[src/rtl/cnn_prefetch_dma_engine.sv]
// cnn_prefetch_dma_engine
// Fill engine for the CNN prefetch double buffer. It claims a buffer that is
// waiting for prefetch (state 3'b001), reads its window from external memory
// in bursts, and streams 64-bit beats into the buffer.
// Optional build macro: PREFETCH_4K_SPLIT_EN. When defined, a burst never
// crosses a 4096-byte address boundary.
module cnn_prefetch_dma_engine #(
    parameter int ADDR_W    = 32,
    parameter int DATA_W    = 64,
    parameter int MAX_BURST = 16
) (
    input  logic              clk,
    input  logic              rst,
    input  logic [2:0]        buffer0_state,
    input  logic [2:0]        buffer1_state,
    input  logic [ADDR_W-1:0] start_address,
    input  logic [31:0]       prefetch_length,
    output logic              prefetch_select,
    output logic              prefetch_enable,
    output logic              prefetch_write,
    output logic [DATA_W-1:0] data_in,
    output logic [31:0]       data_in_address,
    output logic              prefetch_finish,
    output logic              rd_req_valid,
    input  logic              rd_req_ready,
    output logic [ADDR_W-1:0] rd_req_addr,
    output logic [7:0]        rd_req_len,
    input  logic              rd_data_valid,
    input  logic [DATA_W-1:0] rd_data,
    output logic              rd_data_ready,
    output logic              busy
);

`ifdef PREFETCH_4K_SPLIT_EN
    localparam bit SPLIT_4K = 1'b1;
`else
    localparam bit SPLIT_4K = 1'b0;
`endif

    localparam logic [2:0] BUF_WAITING = 3'b001;

    typedef enum logic [2:0] {S_IDLE, S_SEL, S_ENA, S_REQ, S_DATA, S_FIN} state_t;

    state_t            state_reg;
    logic              rr_reg;
    logic [ADDR_W-1:0] addr_reg;
    logic [31:0]       beats_left_reg;
    logic [8:0]        burst_n_reg;
    logic [8:0]        beat_cnt_reg;

    logic [31:0]       ena_beats;
    logic [ADDR_W-1:0] next_addr;
    logic [31:0]       next_beats;
    logic [8:0]        ena_n;
    logic [8:0]        cont_n;

    // Beats in the next burst: limited by MAX_BURST, by what is left, and
    // optionally by the distance to the next 4 KiB boundary.
    function automatic logic [8:0] burst_beats(input logic [11:0] offset,
                                               input logic [31:0] beats);
        logic [31:0] n;
        logic [31:0] room;
        n    = (beats > 32'(MAX_BURST)) ? 32'(MAX_BURST) : beats;
        room = (32'd4096 - {20'd0, offset}) >> 3;
        if (SPLIT_4K && (n > room))
            n = room;
        return 9'(n);
    endfunction

    // Byte length rounded up to whole 8-byte beats.
    assign ena_beats  = {3'b000, prefetch_length[31:3]} + {31'd0, |prefetch_length[2:0]};
    assign next_addr  = addr_reg + ADDR_W'({burst_n_reg, 3'b000});
    assign next_beats = beats_left_reg - {23'd0, burst_n_reg};
    assign ena_n      = burst_beats(start_address[11:0], ena_beats);
    assign cont_n     = burst_beats(next_addr[11:0], next_beats);

    // Beats pass straight through to the buffer in the cycle they are accepted.
    assign prefetch_write = (state_reg == S_DATA) && rd_data_valid;
    assign data_in        = prefetch_write ? rd_data : '0;
    assign busy           = (state_reg != S_IDLE);

    // Claim / enable / burst / finish sequencing with registered outputs.
    always_ff @(posedge clk or negedge rst) begin
        if (!rst) begin
            state_reg       <= S_IDLE;
            rr_reg          <= 1'b0;
            addr_reg        <= '0;
            beats_left_reg  <= '0;
            burst_n_reg     <= '0;
            beat_cnt_reg    <= '0;
            prefetch_select <= 1'b0;
            prefetch_enable <= 1'b0;
            prefetch_finish <= 1'b0;
            data_in_address <= '0;
            rd_req_valid    <= 1'b0;
            rd_req_addr     <= '0;
            rd_req_len      <= '0;
            rd_data_ready   <= 1'b0;
        end else begin
            prefetch_enable <= 1'b0;
            prefetch_finish <= 1'b0;
            case (state_reg)
                S_IDLE: begin
                    if (buffer0_state == BUF_WAITING && buffer1_state == BUF_WAITING) begin
                        prefetch_select <= rr_reg;
                        rr_reg          <= ~rr_reg;
                        state_reg       <= S_SEL;
                    end else if (buffer0_state == BUF_WAITING) begin
                        prefetch_select <= 1'b0;
                        state_reg       <= S_SEL;
                    end else if (buffer1_state == BUF_WAITING) begin
                        prefetch_select <= 1'b1;
                        state_reg       <= S_SEL;
                    end
                end
                S_SEL: begin
                    prefetch_enable <= 1'b1;
                    data_in_address <= '0;
                    state_reg       <= S_ENA;
                end
                S_ENA: begin
                    addr_reg       <= start_address;
                    beats_left_reg <= ena_beats;
                    if (ena_beats == 32'd0) begin
                        prefetch_finish <= 1'b1;
                        state_reg       <= S_FIN;
                    end else begin
                        rd_req_valid <= 1'b1;
                        rd_req_addr  <= start_address;
                        burst_n_reg  <= ena_n;
                        rd_req_len   <= 8'(ena_n - 9'd1);
                        state_reg    <= S_REQ;
                    end
                end
                S_REQ: begin
                    if (rd_req_ready) begin
                        rd_req_valid  <= 1'b0;
                        rd_data_ready <= 1'b1;
                        beat_cnt_reg  <= burst_n_reg;
                        state_reg     <= S_DATA;
                    end
                end
                S_DATA: begin
                    if (rd_data_valid) begin
                        data_in_address <= data_in_address + 32'd1;
                        beat_cnt_reg    <= beat_cnt_reg - 9'd1;
                        if (beat_cnt_reg == 9'd1) begin
                            rd_data_ready  <= 1'b0;
                            addr_reg       <= next_addr;
                            beats_left_reg <= next_beats;
                            if (next_beats == 32'd0) begin
                                prefetch_finish <= 1'b1;
                                state_reg       <= S_FIN;
                            end else begin
                                rd_req_valid <= 1'b1;
                                rd_req_addr  <= next_addr;
                                burst_n_reg  <= cont_n;
                                rd_req_len   <= 8'(cont_n - 9'd1);
                                state_reg    <= S_REQ;
                            end
                        end
                    end
                end
                S_FIN: begin
                    state_reg <= S_IDLE;
                end
                default: begin
                    state_reg <= S_IDLE;
                end
            endcase
        end
    end

endmodule

[config.mk]
export PLATFORM = sky130hd
export DESIGN_NAME = cnn_prefetch_dma_engine
export DESIGN_NICKNAME = d
export VERILOG_FILES = /design/src/rtl/cnn_prefetch_dma_engine.sv
export SDC_FILE = /design/constraint.sdc
export NUM_CORES = 1
export LEC_CHECK = 0
export CAP_MARGIN = 20
export CORE_MARGIN = 5
export CORE_UTILIZATION = 34
export CTS_BUF_LIST = sky130_fd_sc_hd__clkbuf_4 sky130_fd_sc_hd__clkbuf_8
export DETAILED_ROUTE_END_ITERATION = 10
export SKIP_CTS_REPAIR_TIMING = 1
export SLEW_MARGIN = 20
export SYNTH_ARGS = -nofsm -noshare
export SYNTH_HDL_FRONTEND = slang
export SYNTH_SLANG_ARGS = --single-unit
[constraint.sdc]
create_clock -name clk -period 4.9 [get_ports clk]
set_clock_uncertainty 0.1 [all_clocks]
set_input_delay 0.735 -clock clk [delete_from_list [all_inputs] [get_ports clk]]
set_output_delay 0.735 -clock clk [all_outputs]
set_load 0.005 [all_outputs]
==> out/results.ini, run 1 <==
[placed_design]
place_congestion=0.931
dp_hpwl_um=28000
dpl.cell_count=1963
placedInstanceArea_sq_mm=0.0142
port_buffers=280
dp_slack_ps=214

[cts]
cts_max_path_buffers=2
cts_tree=done
clkLatencyLatePin_ps=480
clock-sinks=163
clk_root_buffer_cell=clkbuf_8
cts.clk_slew.worst_paths_ps=90
numCtsBuffers=17
htree_levels=4

[power_and_ir_drop]
power_switching_mw=2.79
combPwrFrac_pct=48.1
ir_drop_v=0.000220
pwr-share-clk_pct=17.3
power_density_mw_per_mm2=450
internal_power_mw=3.78
leakage_nw=6.00
switching_share_pct=42.5
seqPwrFrac_pct=34.6

[detailed_routing]
routed_wl_um=37300
via_count=10900
post_drt_wl_per_cell_um=18.7
drtPass1Iterations=5
drtIter0Drc=692
vias_per_cell=5.46
drtAntennaViolNets=0
route.detailed.drc=0

[critical_path]
start_kind=flip-flop
path_class=flip-flop to flip-flop
cp-end-kind=flip-flop
crit_end=rd_req_addr[22]
rr_startpoint=burst_n_reg[8]
cp.arrival_ps=4790
r2r_slack_ps=380
cpPeakStageDelay_ps=530
slowest_stage=nor4_1
worstPathMaxFanout=27
reg2reg_depth=14
crit_top_cell=nand4_1
cp.required_ps=5170
critPathLaunch=burst_n_reg[8]
path_cells=inv_1 -> ha_1 -> a211oi_1 -> o211ai_1 -> nor3_4 -> xnor2_1 -> nand4_1 -> nor4_1 -> nand4_1 -> o211ai_4 -> buf_12 -> buf_4 -> nand2_1 -> o31ai_1
crit-reg2reg-capture=rd_req_addr[22]

[flow_run]
cap_violations=0

[floorplanning]
std_cell_rows=65
dieArea_sq_mm=0.0361
fp.dieW_um=190
pin_count=281
core_area_sq_mm=0.0317
die_y_um=190
start_util_pct=34.7

[final_layout]
antenna_cells=0
final_cell_count_no_fill=1995
syn_to_final_growth_pct=33.0
nNetsFinal=1744
final_cell_mix=279 x clkdlybuf4s50_1, 163 x dfrtp_1, 162 x nor2_1
fill_cells=3088
post_route_cells_drive_above_1_share_pct=6.21
finalInstanceArea_sq_mm=0.0146
final_common_cell=clkdlybuf4s50_1

[yosys]
ys_seq_area_share_pct=37.1
avgSynthCellArea_sq_um=8.19
ys_ff_latch=163
synth_area_sq_mm=0.0110
yosysWarnings=0
syn_inst=1343
yosys-top-cells-area=dfrtp_1 37%, nor2_1 5.6%, and3_1 5.1%
synth_top_area_share_pct=37.1
synth_top_area_cell=dfrtp_1
syn_nets=1507
async_flop_share_pct=100
synth_ff_type=dfrtp_1
synth-edff-count=0
ys_types=77

[timing]
timing.final.hold_violations=0
worst_slack_ps=384
fin_crit_sh_pct=92.2
final-setup-viol-count=0
min_period_ps=4520
fin_tns_setup_ps=0
grt_setup_unrepaired=false
slew_viol_final=0
max_slew_margin_pct=35.7
worst_slew_pin_slew_ps=963
fmax_ghz=0.221

[min_path]
min_path_type=primary input to asynchronous set/reset pin

[grt]
overflow=0
grt_usage_pct=19.8
grt_pass1_vias=10400
grt_start_max_net_pins=103
grt_first_pass_wirelength_um=57800
antenna_found_initial=2

[run_status]
status=complete, no violations

[power groups by stage]
stage	sequential, mW	combinational (mW)	clock, mW
final	2.27	3.16	1.14
after global routing	2.34	3.52	1.23
after CTS	2.27	3.17	1.18
after detailed placement	2.30	3.16	0
after global placement	2.29	3.10	0
after floorplan	2.14	2.09	0
[worst min path at each step]
| stage | from | to | cells past startpoint |
|---|---|---|---|
| floorplan | rst | addr_reg[0] | 0 |
| global placement | rd_req_addr[2] | rd_req_addr[2] | 2 |
| detailed placement | rr_reg | rr_reg | 1 |
| CTS | rst | rd_req_addr[6] | 1 |
| global route | rst | beat_cnt_reg[6] | 1 |
| finish | rst | rd_req_len[5] | 1 |
[layer usage]
layer	part of all wire (%)	vias to the layer above	global-route usage [%]
li1	-	5327	-
met1	45	5234	27.7
met2	49	274	32.0
met3	4.1	49	2.99
met4	1.8	2	5.31
met5	0.035	-	0
[synth_stat cells (3+ instances only)]
library cell / n
xnor2_1: 40
a211o_1: 4
a32oi_1: 5
o21a_1: 7
a41oi_1: 3
mux2_2: 16
o31ai_1: 14
a211oi_1: 8
and2_1: 11
o22a_1: 12
or2_2: 3
and4_1: 12
a21oi_1: 91
o21ai_0: 109
ha_1: 24
nand4_1: 30
nor2b_1: 8
a22o_1: 4
nand3b_1: 4
nor3_1: 32
buf_1: 11
nand2_1: 129
a22oi_1: 6
dfrtp_1: 163
o211ai_1: 9
a21o_1: 6
xor2_1: 47
inv_1: 27
nor4_1: 22
nand2b_1: 9
and3_1: 90
nand3_1: 42
nor2_1: 163
or3_1: 14
o22ai_1: 13
mux2i_1: 10
or4_1: 6
buf_2: 10
nor3b_1: 7
o311ai_0: 3
a31oi_1: 13
clkbuf_1: 60
[critical path: cells and delay by family, from the launching register on]
kind,cells,cell delay (ps)
flip-flops,1,420
adder cells (fa/ha/maj),1,410
AND/OR/NAND/NOR,5,1520
buffers and inverters,3,530
AO/OA/AOI/OAI,4,1170
XOR/XNOR,1,230
[kinds of logic (layout without fill, tap and decap cells)]
group / Yosys count / after routing / synth area share, %
xor gates and xnor gates: 88 / 88 / 7.07
AOI/OAI and AO/OA: 331 / 331 / 18.5
and+or+nand+nor: 598 / 598 / 27.6
DFF: 163 / 163 / 37.1
muxes: 26 / 26 / 2.55
buffers and inverters: 111 / 361 / 4.07
adders and majority gates: 26 / 26 / 3.09
[area by class of cell]
type	count	area (sq um)	area share, %
Clock inverter	14	198	1.35
Timing Repair Buffer	302	2980	20.4
Sequential cell	163	4080	27.9
Clock buffer	18	241	1.65
Inverter	27	101	0.693
Multi-Input combinational cell	1069	6520	44.6
Tap cell	402	503	3.44
[metrics by stage]
step | hold WS, ps | util (%) | total power, mW
after global routing | 330 | 46.1 | 7.09
after CTS | 298 | 46.1 | 6.63
after floorplan | 339 | - | 4.23
after detailed placement | 369 | 44.7 | 5.46
after global placement | 362 | 44.7 | 5.39
final | 273 | 46.1 | 6.58
Power figures use the tool's default switching activity.
==> inputs of run 2 (changes only) <==
--- a/config.mk
+++ b/config.mk
@@ -7,9 +7,11 @@
 export LEC_CHECK = 0
 export CAP_MARGIN = 20
 export CORE_MARGIN = 5
-export CORE_UTILIZATION = 34
+export CORE_UTILIZATION = 40
 export CTS_BUF_LIST = sky130_fd_sc_hd__clkbuf_4 sky130_fd_sc_hd__clkbuf_8
 export DETAILED_ROUTE_END_ITERATION = 10
+export HOLD_SLACK_MARGIN = 0.15
+export PLACE_DENSITY = 0.67
 export SKIP_CTS_REPAIR_TIMING = 1
 export SLEW_MARGIN = 20
 export SYNTH_ARGS = -nofsm -noshare
==> out/results.ini, run 2 (synthesis results as in run 1) <==
[critical_path]
worstPathMaxFanout=28
cpPeakStageDelay_ps=540
critical_path_buf_inv_count=2
cp.required_ps=5140
cp-end-kind=flip-flop
start_kind=flip-flop
cp.arrival_ps=4820
slowest_stage=o211ai_1
critical_path.top_delay_family=compound AO/OA/AOI/OAI gates
path_cells=inv_1 -> ha_1 -> a21oi_1 -> nand2_1 -> o211ai_1 -> nand3_1 -> xnor2_1 -> nor4_1 -> nand4_1 -> o211ai_4 -> buf_12 -> mux2_2
path_class=flip-flop to flip-flop

[min_path]
min_path_type=primary input to asynchronous set/reset pin

[floorplanning]
start_util_pct=40.7
fp.dieW_um=176
dieArea_sq_mm=0.0309
std_cell_rows=60
core_area_sq_mm=0.0270
die_y_um=176
pin_count=281

[timing]
timing.final.hold_violations=0
fmax_ghz=0.219
grt_setup_unrepaired=false
max_slew_margin_pct=39.4
slew_viol_final=0
fin_tns_setup_ps=0
worst_slew_pin_slew_ps=909
min_period_ps=4570
worst_slack_ps=325
final-setup-viol-count=0
fin_crit_sh_pct=93.4

[final_layout]
nNetsFinal=1747
syn_to_final_growth_pct=32.2
final_common_cell=clkdlybuf4s50_1
final_cell_mix=279 x clkdlybuf4s50_1, 163 x dfrtp_1, 162 x nor2_1
post_route_cells_drive_above_1_share_pct=6.39
antenna_cells=0

[detailed_routing]
post_drt_wl_per_cell_um=18.4
route.detailed.drc=0
routed_wl_um=35600
via_count=10900
drtAntennaViolNets=0
drtIter0Drc=718
drtPass1Iterations=5
vias_per_cell=5.62

[placed_design]
dp_hpwl_um=26900
dp_slack_ps=329
place_congestion=0.931
port_buffers=280

[grt]
use_met2_pct=36.2
grt_usage_pct=22.3
grt_use_met1_pct=31.5
busiest_layer=met2
grt_pass1_vias=10400
antenna_found_initial=1
grt_first_pass_wirelength_um=56600
grtUsageMet3_pct=3.34
overflow=0
grt_start_max_net_pins=106

[power_and_ir_drop]
leakage_nw=5.98
power_density_mw_per_mm2=442
ir_drop_v=0.000213

[cts]
cts_max_path_buffers=2
htree_levels=4
cts_tree=done
clock-sinks=163
numCtsBuffers=17
cts.clk_slew.worst_paths_ps=110
clkLatencyLatePin_ps=470
clk_root_buffer_cell=clkbuf_8

[flow_run]
cap_violations=0

[run_status]
status=complete, no violations

==> run 2: power breakdown <==
| group | internal, mW | switching (mW) |
|---|---|---|
| Clock | 0.385 | 0.612 |
| Sequential | 1.81 | 0.464 |
| Combinational | 1.42 | 1.74 |
| Total | 3.62 | 2.81 |
==> run 2: path summary, 6_finish.rpt <==
path,start,end,slack [ps],cells past startpoint
max,burst_n_reg[6],rd_req_addr[10],330,12
min,rst,rd_req_len[7],240,1
max reg2reg,burst_n_reg[6],rd_req_addr[10],330,12
min reg2reg,rr_reg,rr_reg,380,1
max in group asynchronous,rst,rd_req_addr[17],3450,2
min in group clk,rr_reg,rr_reg,380,1
==> run 2: metal layers <==
layer / share of wire (%) / up-vias
met1: 46 / 5228
met3: 4.3 / 51
met5: 0.036 / -
li1: - / 5326
met2: 47 / 279
met4: 1.9 / 2
==> run 2: area by class of cell <==
class	count	area (sq um)
fill	2503	12500
clock inverter	15	168
inverter	27	101
timing repair buffer	305	3020
multi-input combinational	1069	6520
sequential	163	4080
tap	341	427
clock buffer	17	234
==> run 2: through the flow <==
step	instances	utilization, %	area, sq um	total power, mW	hold slack [ps]
floorplan	1343	-	11000	4.23	339
global placement	1905	52.3	14100	5.37	362
CTS	1937	53.8	14500	6.46	330
global route	1937	53.8	14600	6.94	313
finish	1937	53.8	14600	6.43	242
detailed placement	1905	52.3	14100	5.45	363
==> inputs of run 3 (changes only) <==
--- a/config.mk
+++ b/config.mk
@@ -7,11 +7,10 @@
 export LEC_CHECK = 0
 export CAP_MARGIN = 20
 export CORE_MARGIN = 5
-export CORE_UTILIZATION = 40
+export CORE_UTILIZATION = 27
 export CTS_BUF_LIST = sky130_fd_sc_hd__clkbuf_4 sky130_fd_sc_hd__clkbuf_8
 export DETAILED_ROUTE_END_ITERATION = 10
 export HOLD_SLACK_MARGIN = 0.15
-export PLACE_DENSITY = 0.67
 export SKIP_CTS_REPAIR_TIMING = 1
 export SLEW_MARGIN = 20
 export SYNTH_ARGS = -nofsm -noshare
==> out/results.ini, run 3 (synthesis results as in run 1) <==
[detailed_routing]
routed_wl_um=37500
via_count=10900
drtPass1Iterations=5
route.detailed.drc=0
vias_per_cell=5.14
post_drt_wl_per_cell_um=17.6
drtIter0Drc=835
drtAntennaViolNets=0

[floorplanning]
core_area_sq_mm=0.0406
fp.dieW_um=212
std_cell_rows=74
dieArea_sq_mm=0.0449
die_y_um=212
start_util_pct=27.1
pin_count=281

[critical_path]
r2r_slack_ps=440
crit_end=rd_req_len[3]
reg2reg_depth=13
worstPathMaxFanout=30
path_class=flip-flop to flip-flop
rr_startpoint=burst_n_reg[8]
cp.required_ps=5140
start_kind=flip-flop
cp.arrival_ps=4700
critPathLaunch=burst_n_reg[8]
crit-reg2reg-capture=rd_req_len[3]
cp-end-kind=flip-flop

[grt]
grt_first_pass_wirelength_um=58600
grt_pass1_vias=10600
antenna_found_initial=0
overflow=0
grt_start_max_net_pins=94
grt_usage_pct=16.0

[final_layout]
final_cell_mix=279 x clkdlybuf4s50_1, 163 x dfrtp_1, 162 x nor2_1
fill_cells=4195
finalInstanceArea_sq_mm=0.0148
nNetsFinal=1750
antenna_cells=0
utilization_pct=36.5
final_common_cell=clkdlybuf4s50_1
final_cell_count_no_fill=2131
syn_to_final_growth_pct=34.4
post_route_cells_drive_above_1_share_pct=6.57

[power_and_ir_drop]
power_density_mw_per_mm2=439
pwr-share-clk_pct=15.6
seqPwrFrac_pct=35.1
leakage_nw=6.00
power_switching_mw=2.88
combPwrFrac_pct=49.3
internal_power_mw=3.61
power_mw=6.49
switching_share_pct=44.4
ir_drop_v=0.000190

[timing]
min_period_ps=4460
worst_slew_pin_slew_ps=899
timing.final.hold_violations=0
fin_tns_setup_ps=0
final-setup-viol-count=0
max_slew_margin_pct=39.5
fin_crit_sh_pct=90.9
slew_viol_final=0
fmax_ghz=0.224
grt_setup_unrepaired=false
worst_slack_ps=444
fin_hold_ws_ps=279

[placed_design]
dpl.cell_count=2099
placedInstanceArea_sq_mm=0.0144
port_buffers=280
place_congestion=0.904
dp_hpwl_um=28800
dp_slack_ps=189

[run_status]
status=complete, no violations

[min_path]
min_path_type=primary input to asynchronous set/reset pin

[cts]
clk_root_buffer_cell=clkbuf_8
cts_tree=done
clkLatencyLatePin_ps=470
numCtsBuffers=17
htree_levels=4
cts_max_path_buffers=2
cts.clk_slew.worst_paths_ps=100
clock-sinks=163

[flow_run]
cap_violations=0

[run 3: changes by cell type in the layout (fill, tap and decap cells not counted)]
cell | previous run | this run
buf_4 | 23 | 27
clkinvlp_4 | 3 | 1
buf_12 | 2 | 1
buf_6 | 0 | 1
clkbuf_8 | 18 | 17
clkinv_2 | 0 | 1
clkinv_8 | 4 | 3
inv_6 | 2 | 3
inv_8 | 4 | 5
nand2_2 | 1 | 0
nand2_4 | 0 | 1
nor3b_2 | 0 | 1
nor3b_4 | 1 | 0
[run 3: layer usage]
layer | global-route usage (%) | routed length, um
met4 | 3.64 | 619
met5 | 0 | 0
met1 | 22.4 | 17100
met2 | 26.2 | 18000
met3 | 2.62 | 1850
[run 3: critical path, stage by stage, from the launching register on]
cell and delay [ps]:
dfrtp_1 490, inv_1 90, ha_1 290, a211oi_1 320, o211ai_1 290, nor4_1 750, and3_1 300, nor2_1 70
nor4_1 340, nand4_1 320, o211ai_4 380, buf_12 230, nor2_1 80, a221o_1 280
[run 3: how the worst min path moves through the flow]
stage	start	end	cells past startpoint
after floorplan	rst	addr_reg[0]	0
after global placement	rr_reg	rr_reg	1
after detailed placement	rr_reg	rr_reg	1
after CTS	rst	rr_reg	1
after global routing	rst	rd_req_len[5]	1
final	rst	rd_req_len[5]	1
[run 3: final cells by class]
cell class / count / area (sq um) / area share [%]
timing repair buffer: 308 / 3030 / 20.5
tap: 532 / 666 / 4.50
inverter: 27 / 101 / 0.685
multi-input combinational: 1069 / 6520 / 44.1
clock buffer: 17 / 234 / 1.58
clock inverter: 15 / 161 / 1.09
sequential: 163 / 4080 / 27.6
[run 3: power by group through the flow]
stage	clock [mW]	combinational (mW)	sequential [mW]
final	1.01	3.20	2.28
after global routing	1.11	3.56	2.34
after CTS	1.05	3.21	2.27
after detailed placement	0	3.20	2.30
after global placement	0	3.14	2.29
after floorplan	0	2.09	2.14
